$ cat src/rtl/lsu_pkg.sv
// Shared encodings for the sequential load/store unit: access sizes, FSM states
// and the low-address alignment mask helper.
package lsu_pkg;

  localparam logic [1:0] SIZE_B = 2'd0;
  localparam logic [1:0] SIZE_H = 2'd1;
  localparam logic [1:0] SIZE_W = 2'd2;
  localparam logic [1:0] SIZE_D = 2'd3;

  typedef enum logic [1:0] {
    IDLE = 2'd0,
    WAIT = 2'd1,
    RESP = 2'd2
  } lsu_state_e;

  // Address bits that must be zero for a naturally aligned access of this size.
  function automatic logic [2:0] align_mask(input logic [1:0] size);
    return (3'd1 << size) - 3'd1;
  endfunction

endpackage

$ cat src/rtl/lsu_align.sv
// Combinational lane logic: byte enables, store-data shift and alignment check
// for an incoming request, plus extraction and extension of load data.
module lsu_align
  import lsu_pkg::*;
#(
  parameter int DATA_WIDTH      = 32,
  parameter int BYTE_DATA_WIDTH = DATA_WIDTH / 8
) (
  input  logic [2:0]                         req_addr_lo,
  input  logic [1:0]                         req_size,
  input  logic [DATA_WIDTH-1:0]              req_wdata,
  output logic [BYTE_DATA_WIDTH-1:0]         req_be,
  output logic [DATA_WIDTH-1:0]              req_wdata_sh,
  output logic                               req_misaligned,
  output logic                               req_illegal,
  input  logic [$clog2(BYTE_DATA_WIDTH)-1:0] ld_off,
  input  logic [1:0]                         ld_size,
  input  logic                               ld_unsigned,
  input  logic [DATA_WIDTH-1:0]              rdata,
  output logic [DATA_WIDTH-1:0]              ld_result
);

  localparam int OFF_W = $clog2(BYTE_DATA_WIDTH);

  logic [OFF_W-1:0]      req_off;
  logic [15:0]           lane_mask;
  logic [DATA_WIDTH-1:0] shifted;
  logic [DATA_WIDTH-1:0] keep;
  logic                  sign;
  logic                  fill;

  assign req_off        = req_addr_lo[OFF_W-1:0];
  assign lane_mask      = (16'd1 << (5'd1 << req_size)) - 16'd1;
  assign req_be         = lane_mask[BYTE_DATA_WIDTH-1:0] << req_off;
  assign req_wdata_sh   = req_wdata << {req_off, 3'b000};
  assign req_misaligned = (req_addr_lo & align_mask(req_size)) != 3'd0;
  assign req_illegal    = (req_size == SIZE_D) && (DATA_WIDTH == 32);

  // Load: bring the addressed lanes down to bit 0, then replace everything
  // above the access width with the fill bit.
  always_comb begin
    shifted = rdata >> {ld_off, 3'b000};
    keep    = '1;
    sign    = shifted[DATA_WIDTH-1];
    case (ld_size)
      SIZE_B: begin
        keep = DATA_WIDTH'(8'hFF);
        sign = shifted[7];
      end
      SIZE_H: begin
        keep = DATA_WIDTH'(16'hFFFF);
        sign = shifted[15];
      end
      SIZE_W: begin
        keep = DATA_WIDTH'(32'hFFFF_FFFF);
        sign = shifted[31];
      end
      default: begin
        keep = '1;
        sign = shifted[DATA_WIDTH-1];
      end
    endcase
    fill      = ~ld_unsigned & sign;
    ld_result = (shifted & keep) | (~keep & {DATA_WIDTH{fill}});
  end

endmodule

$ cat src/rtl/lsu_seq.sv
// Sequential load/store unit between decode and the data cache (one request in
// flight). Build with LSU_TIMEOUT_EN to add a watchdog on the cache wait.
module lsu_seq
  import lsu_pkg::*;
#(
  parameter int DATA_WIDTH      = 32,
  parameter int BYTE_DATA_WIDTH = DATA_WIDTH / 8,
  parameter int TIMEOUT_CYCLES  = 64
) (
  input  logic                       clk,
  input  logic                       rst,
  input  logic                       mem_req,
  output logic                       mem_ready,
  input  logic                       mem_we,
  input  logic [1:0]                 mem_size,
  input  logic                       mem_unsigned,
  input  logic [DATA_WIDTH-1:0]      mem_addr,
  input  logic [DATA_WIDTH-1:0]      mem_wdata,
  output logic                       mem_valid,
  output logic                       mem_error,
  output logic [DATA_WIDTH-1:0]      result_data,
  output logic                       data_req,
  output logic                       data_we,
  output logic [DATA_WIDTH-1:0]      data_addr,
  output logic [DATA_WIDTH-1:0]      wdata,
  output logic [BYTE_DATA_WIDTH-1:0] byte_enable,
  input  logic                       data_valid,
  input  logic [DATA_WIDTH-1:0]      rdata
);

  // Handshakes: decode transfers a request on a cycle with mem_req && mem_ready;
  // the cache sees data_req held with stable fields until it answers with
  // data_valid (completes the access that cycle); mem_valid is a one-cycle
  // response pulse with no back-pressure.

  localparam int OFF_W = $clog2(BYTE_DATA_WIDTH);

  lsu_state_e state, state_n;

  logic                       accept;
  logic                       req_bad;
  logic                       timeout_hit;
  logic [BYTE_DATA_WIDTH-1:0] req_be;
  logic [DATA_WIDTH-1:0]      req_wdata_sh;
  logic                       req_misaligned;
  logic                       req_illegal;
  logic [DATA_WIDTH-1:0]      ld_result;

  logic                       we_q;
  logic [1:0]                 size_q;
  logic                       uns_q;
  logic [OFF_W-1:0]           off_q;
  logic [DATA_WIDTH-1:0]      addr_q;
  logic [BYTE_DATA_WIDTH-1:0] be_q;
  logic [DATA_WIDTH-1:0]      wdata_q;
  logic                       err_q;
  logic [DATA_WIDTH-1:0]      res_q;

  lsu_align #(
    .DATA_WIDTH     (DATA_WIDTH),
    .BYTE_DATA_WIDTH(BYTE_DATA_WIDTH)
  ) u_align (
    .req_addr_lo   (mem_addr[2:0]),
    .req_size      (mem_size),
    .req_wdata     (mem_wdata),
    .req_be        (req_be),
    .req_wdata_sh  (req_wdata_sh),
    .req_misaligned(req_misaligned),
    .req_illegal   (req_illegal),
    .ld_off        (off_q),
    .ld_size       (size_q),
    .ld_unsigned   (uns_q),
    .rdata         (rdata),
    .ld_result     (ld_result)
  );

  assign accept  = mem_req && mem_ready;
  assign req_bad = req_misaligned || req_illegal;

`ifdef LSU_TIMEOUT_EN
  localparam int CNT_W = $clog2(TIMEOUT_CYCLES + 1);

  logic [CNT_W-1:0] wait_cnt;

  // Fires on the last allowed WAIT cycle, so exactly TIMEOUT_CYCLES cycles of
  // data_req are offered; a data_valid on that same cycle still completes.
  assign timeout_hit = (state == WAIT) && !data_valid &&
                       (wait_cnt == CNT_W'(TIMEOUT_CYCLES - 1));

  always_ff @(posedge clk) begin
    if (rst || state != WAIT) begin
      wait_cnt <= '0;
    end else if (!data_valid) begin
      wait_cnt <= wait_cnt + 1'b1;
    end
  end
`else
  localparam int unused_timeout_cycles = TIMEOUT_CYCLES;

  assign timeout_hit = 1'b0;
`endif

  always_ff @(posedge clk) begin
    if (rst) begin
      state <= IDLE;
    end else begin
      state <= state_n;
    end
  end

  // Request fields are frozen at accept so decode may move on immediately.
  always_ff @(posedge clk) begin
    if (rst) begin
      we_q    <= 1'b0;
      size_q  <= SIZE_B;
      uns_q   <= 1'b0;
      off_q   <= '0;
      addr_q  <= '0;
      be_q    <= '0;
      wdata_q <= '0;
      err_q   <= 1'b0;
      res_q   <= '0;
    end else if (accept) begin
      we_q    <= mem_we;
      size_q  <= mem_size;
      uns_q   <= mem_unsigned;
      off_q   <= mem_addr[OFF_W-1:0];
      addr_q  <= {mem_addr[DATA_WIDTH-1:OFF_W], {OFF_W{1'b0}}};
      be_q    <= req_be;
      wdata_q <= req_wdata_sh;
      err_q   <= req_bad;
      res_q   <= '0;
    end else if (state == WAIT && data_valid) begin
      res_q <= we_q ? '0 : ld_result;
    end else if (timeout_hit) begin
      err_q <= 1'b1;
    end
  end

  always_comb begin
    state_n     = state;
    mem_ready   = 1'b0;
    mem_valid   = 1'b0;
    mem_error   = 1'b0;
    result_data = '0;
    data_req    = 1'b0;
    data_we     = 1'b0;
    data_addr   = '0;
    wdata       = '0;
    byte_enable = '0;
    case (state)
      IDLE: begin
        mem_ready = 1'b1;
        if (mem_req) begin
          state_n = req_bad ? RESP : WAIT;
        end
      end
      WAIT: begin
        data_req    = 1'b1;
        data_we     = we_q;
        data_addr   = addr_q;
        wdata       = wdata_q;
        byte_enable = be_q;
        if (data_valid || timeout_hit) begin
          state_n = RESP;
        end
      end
      RESP: begin
        mem_valid   = 1'b1;
        mem_error   = err_q;
        result_data = res_q;
        state_n     = IDLE;
      end
      default: begin
        state_n = IDLE;
      end
    endcase
  end

endmodule
$ cat config.mk
export PLATFORM = sky130hd
export DESIGN_NAME = lsu_seq
export DESIGN_NICKNAME = d
export VERILOG_FILES = /design/src/rtl/lsu_pkg.sv /design/src/rtl/lsu_align.sv /design/src/rtl/lsu_seq.sv
export SDC_FILE = /design/constraint.sdc
export NUM_CORES = 1
export LEC_CHECK = 0
export CAP_MARGIN = 20
export CORE_MARGIN = 2
export CORE_UTILIZATION = 47
export DETAILED_ROUTE_END_ITERATION = 8
export GPL_TIMING_DRIVEN = 0
export HOLD_SLACK_MARGIN = 0.1
export PLACE_DENSITY = 0.86
export SETUP_SLACK_MARGIN = 0.2
export SYNTH_ARGS = -nofsm -noshare
export SYNTH_HDL_FRONTEND = slang
export SYNTH_SLANG_ARGS = --single-unit
$ cat constraint.sdc
create_clock -name clk -period 3.4 [get_ports clk]
set_input_delay 0.51 -clock clk [delete_from_list [all_inputs] [get_ports clk]]
set_output_delay 0.51 -clock clk [all_outputs]
set_load 0.05 [all_outputs]
==> metrics.yaml <==
std_cell_rows: 38
r2r-start: "off_q[1]"
synthArstFlopShare_pct: 0
cp.arrival_ns: 2.58
cp-start-kind: "flip-flop"
cts_tree: "yes"
grt_pass1_vias: 5320
synth.avg_cell_area_sq_um: 8.33
diodes: 0
ys_ff_latch: 107
path_cells: "nor2b_2 > clkbuf_1 > and2_1 > clkdlybuf4s50_1"
netlist_top_cells_count: "nand2_1 (108), dfxtp_1 (107), and2_1 (100)"
grt_pass1_wl_um: 26200
yosys.area.top_type: "dfxtp_1"
drtIter0Drc: 283
path_buf_inv: 2
die_h_um: 110
clk_latency_ns: 0.38
via_per_inst: 5.44
root_buffer: "clkbuf_8"
crit_cells: 4
ys_types: 45
regArea_sq_um: 2140
grt_overflow: 0
slew_violations: 0
dr_wl_met3_um: 1200
reg2reg_slack_ns: 1.45
dp_hpwl_um: 13300
max_freq_ghz: 0.323
slew_headroom_pct: 55.6
grt_max_degree: 18
fillCellCount: 890
place_area_sq_um: 7480
regToRegEndpoint: "res_q[18]"
critPathMaxStageDelay_ns: 0.81
cts_buffer_depth: 2
crit_start: "state[1]"
cts.sinks: 107
status: "complete, no violations"
hold_class: "reg2reg"
yosysSeqAreaShare_pct: 40.7
dr.max_layer_used: "met4"
vias: 5398
tns_ns: 0
synth_area_sq_um: 5260
crit_required_ns: 2.89
cts_max_level: 3
endpoint: "result_data[9]"
area_growth_pct: 46.4
reg2reg_depth: 4
crit_type: "reg2out"
yosys_most_used_dff: "dfxtp_1"
vdd_drop_max_uv: 212
yosysMostFrequentCell: "nand2_1"
fp.dieW_um: 110
syn_inst: 632
p_leak_nw: 3.61
cpMaxStageDelayCell: "clkdlybuf4s50_1"
numCtsBuffers: 9
dieArea_sq_um: 12100
powerDensity_nw_per_um2: 347
synth.top_cell.area_share_pct: 40.7
finalSetupViolations: 0
antenna_found_initial: 0
setup_slack_ns: 0.305
grt_setup_unrepaired: "no"
post-route-drc-count: 0
drive_gt1_share_pct: 6.92
critPathMaxFanout: 10
start_util_pct: 48.3
synth_edf_count: 0
fin_crit_sh_pct: 91.0
crit_family: "buffers and inverters"
grtUsageTotal_pct: 28.0
place_ws_ns: 0.182
dr.pass1.iters: 6
maxCapViolCount: 0
yosys-top-cells-area: "dfxtp_1 (41%), and2_1 (12%), nand2_1 (7.7%)"
multi_input_area_sq_um: 2880
hold_violations: 0
wirelength_met1_um: 7070
wl_met2_um: 8610
io_buffers: 204
fin_area_sq_um: 7710
fin_nets: 952
cp-end-kind: "output port"
period_minus_slack_ns: 3.09
avgRoutedWirePerCell_um: 17.4
yosys_warnings: 0
core-area_sq_um: 10900
place.gp.congestion: 0.954
whs_ns: 0.457
ant_nets: 0
clock_skew_ns: 0.0171
io_pins: 209
cts.clk_slew.worst_paths_ns: 0.11
drt_wl_total_um: 17300
tightest_slew_ns: 0.665
## cells in the final DEF (no fill, tap or decap), types with 2 or more instances in the layout
cell type / n
nand2_1: 108
a2bb2oi_1: 9
clkdlybuf4s50_1: 156
o211ai_1: 10
buf_4: 2
mux2i_1: 32
and2_1: 100
clkbuf_8: 9
buf_6: 2
clkbuf_1: 28
clkinv_2: 3
dlymetal6s2s_1: 38
nor2_1: 32
buf_1: 9
nand3b_1: 3
a22o_1: 16
a211oi_1: 10
dfxtp_1: 107
buf_2: 13
a21oi_1: 55
a22oi_1: 2
mux2_2: 8
clkbuf_2: 10
nor2b_1: 10
nor3_1: 9
a211o_1: 7
a32oi_1: 7
o21ai_0: 23
conb_1: 2
a221o_1: 8
## sequential cells by signal, summed over array words and instances (netlist names)
signal,count
be_q,4
addr_q,30
off_q,2
wdata_q,32
err_q,1
uns_q,1
we_q,1
state,2
res_q,32
size_q,2
## metal layers
layer	vias up	global-route usage [%]
li1	2601	-
met3	36	4.39
met2	240	50.1
met5	-	0
met1	2521	33.6
met4	0	10.5
## where the power goes
group	switching, mW	internal (mW)	total, mW
Clock	0.445	0.268	0.713
Sequential	0.0357	1.32	1.36
Combinational	0.340	0.264	0.604
Total	0.821	1.85	2.67
## how the worst min path moves through the flow
stage / slack (ns) / from / endpoint / cells past startpoint
3_3_place_gp: 0.43 / wdata_q[10] / wdata_q[10] / 2
5_1_grt: 0.47 / addr_q[15] / addr_q[15] / 2
6_report: 0.46 / addr_q[15] / addr_q[15] / 2
2_1_floorplan: 0.42 / wdata_q[10] / wdata_q[10] / 2
4_1_cts: 0.46 / addr_q[15] / addr_q[15] / 2
3_5_place_dp: 0.44 / wdata_q[9] / wdata_q[9] / 2
## stage by stage
step	power, mW	utilization, %	instances
2_1_floorplan	1.72	-	633
3_3_place_gp	1.97	68.7	977
3_5_place_dp	1.98	68.7	977
4_1_cts	2.67	70.2	993
5_1_grt	2.78	70.8	993
6_report	2.67	70.8	993
## worst register-to-register path: stages (launching register included)
cell and delay (ns):
dfxtp_1 0.32, buf_2 0.22, mux4_2 0.59, o2111ai_1 0.51, o21ai_0 0.19
## repair_timing
item,in CTS,in global routing
hold buffers,0,0
buffers inserted,0,0
endpoints found under the setup margin,83,56
gates resized for setup,12,59
## logic make-up (layout without fill, tap and decap cells)
family          Yosys count  after routing  synth area share (%)
compound gates          155            155                  20.1
buf+inv                  55            275                  4.64
flops                   107            107                  40.7
mux                      41             41                  8.22
other cells               1              2                0.0712
simple gates            273            273                  26.3
## final cells by class
cell class / count / area share, %
repair buffers: 204 / 27.1
plain buffers: 54 / 3.15
clock buffers: 10 / 1.66
flip-flops and latches: 107 / 27.8
multi-input cells: 471 / 37.4
well taps: 140 / 2.27
inverters: 1 / 0.0487
clock inverters: 6 / 0.519
Power figures use the tool's default switching activity.
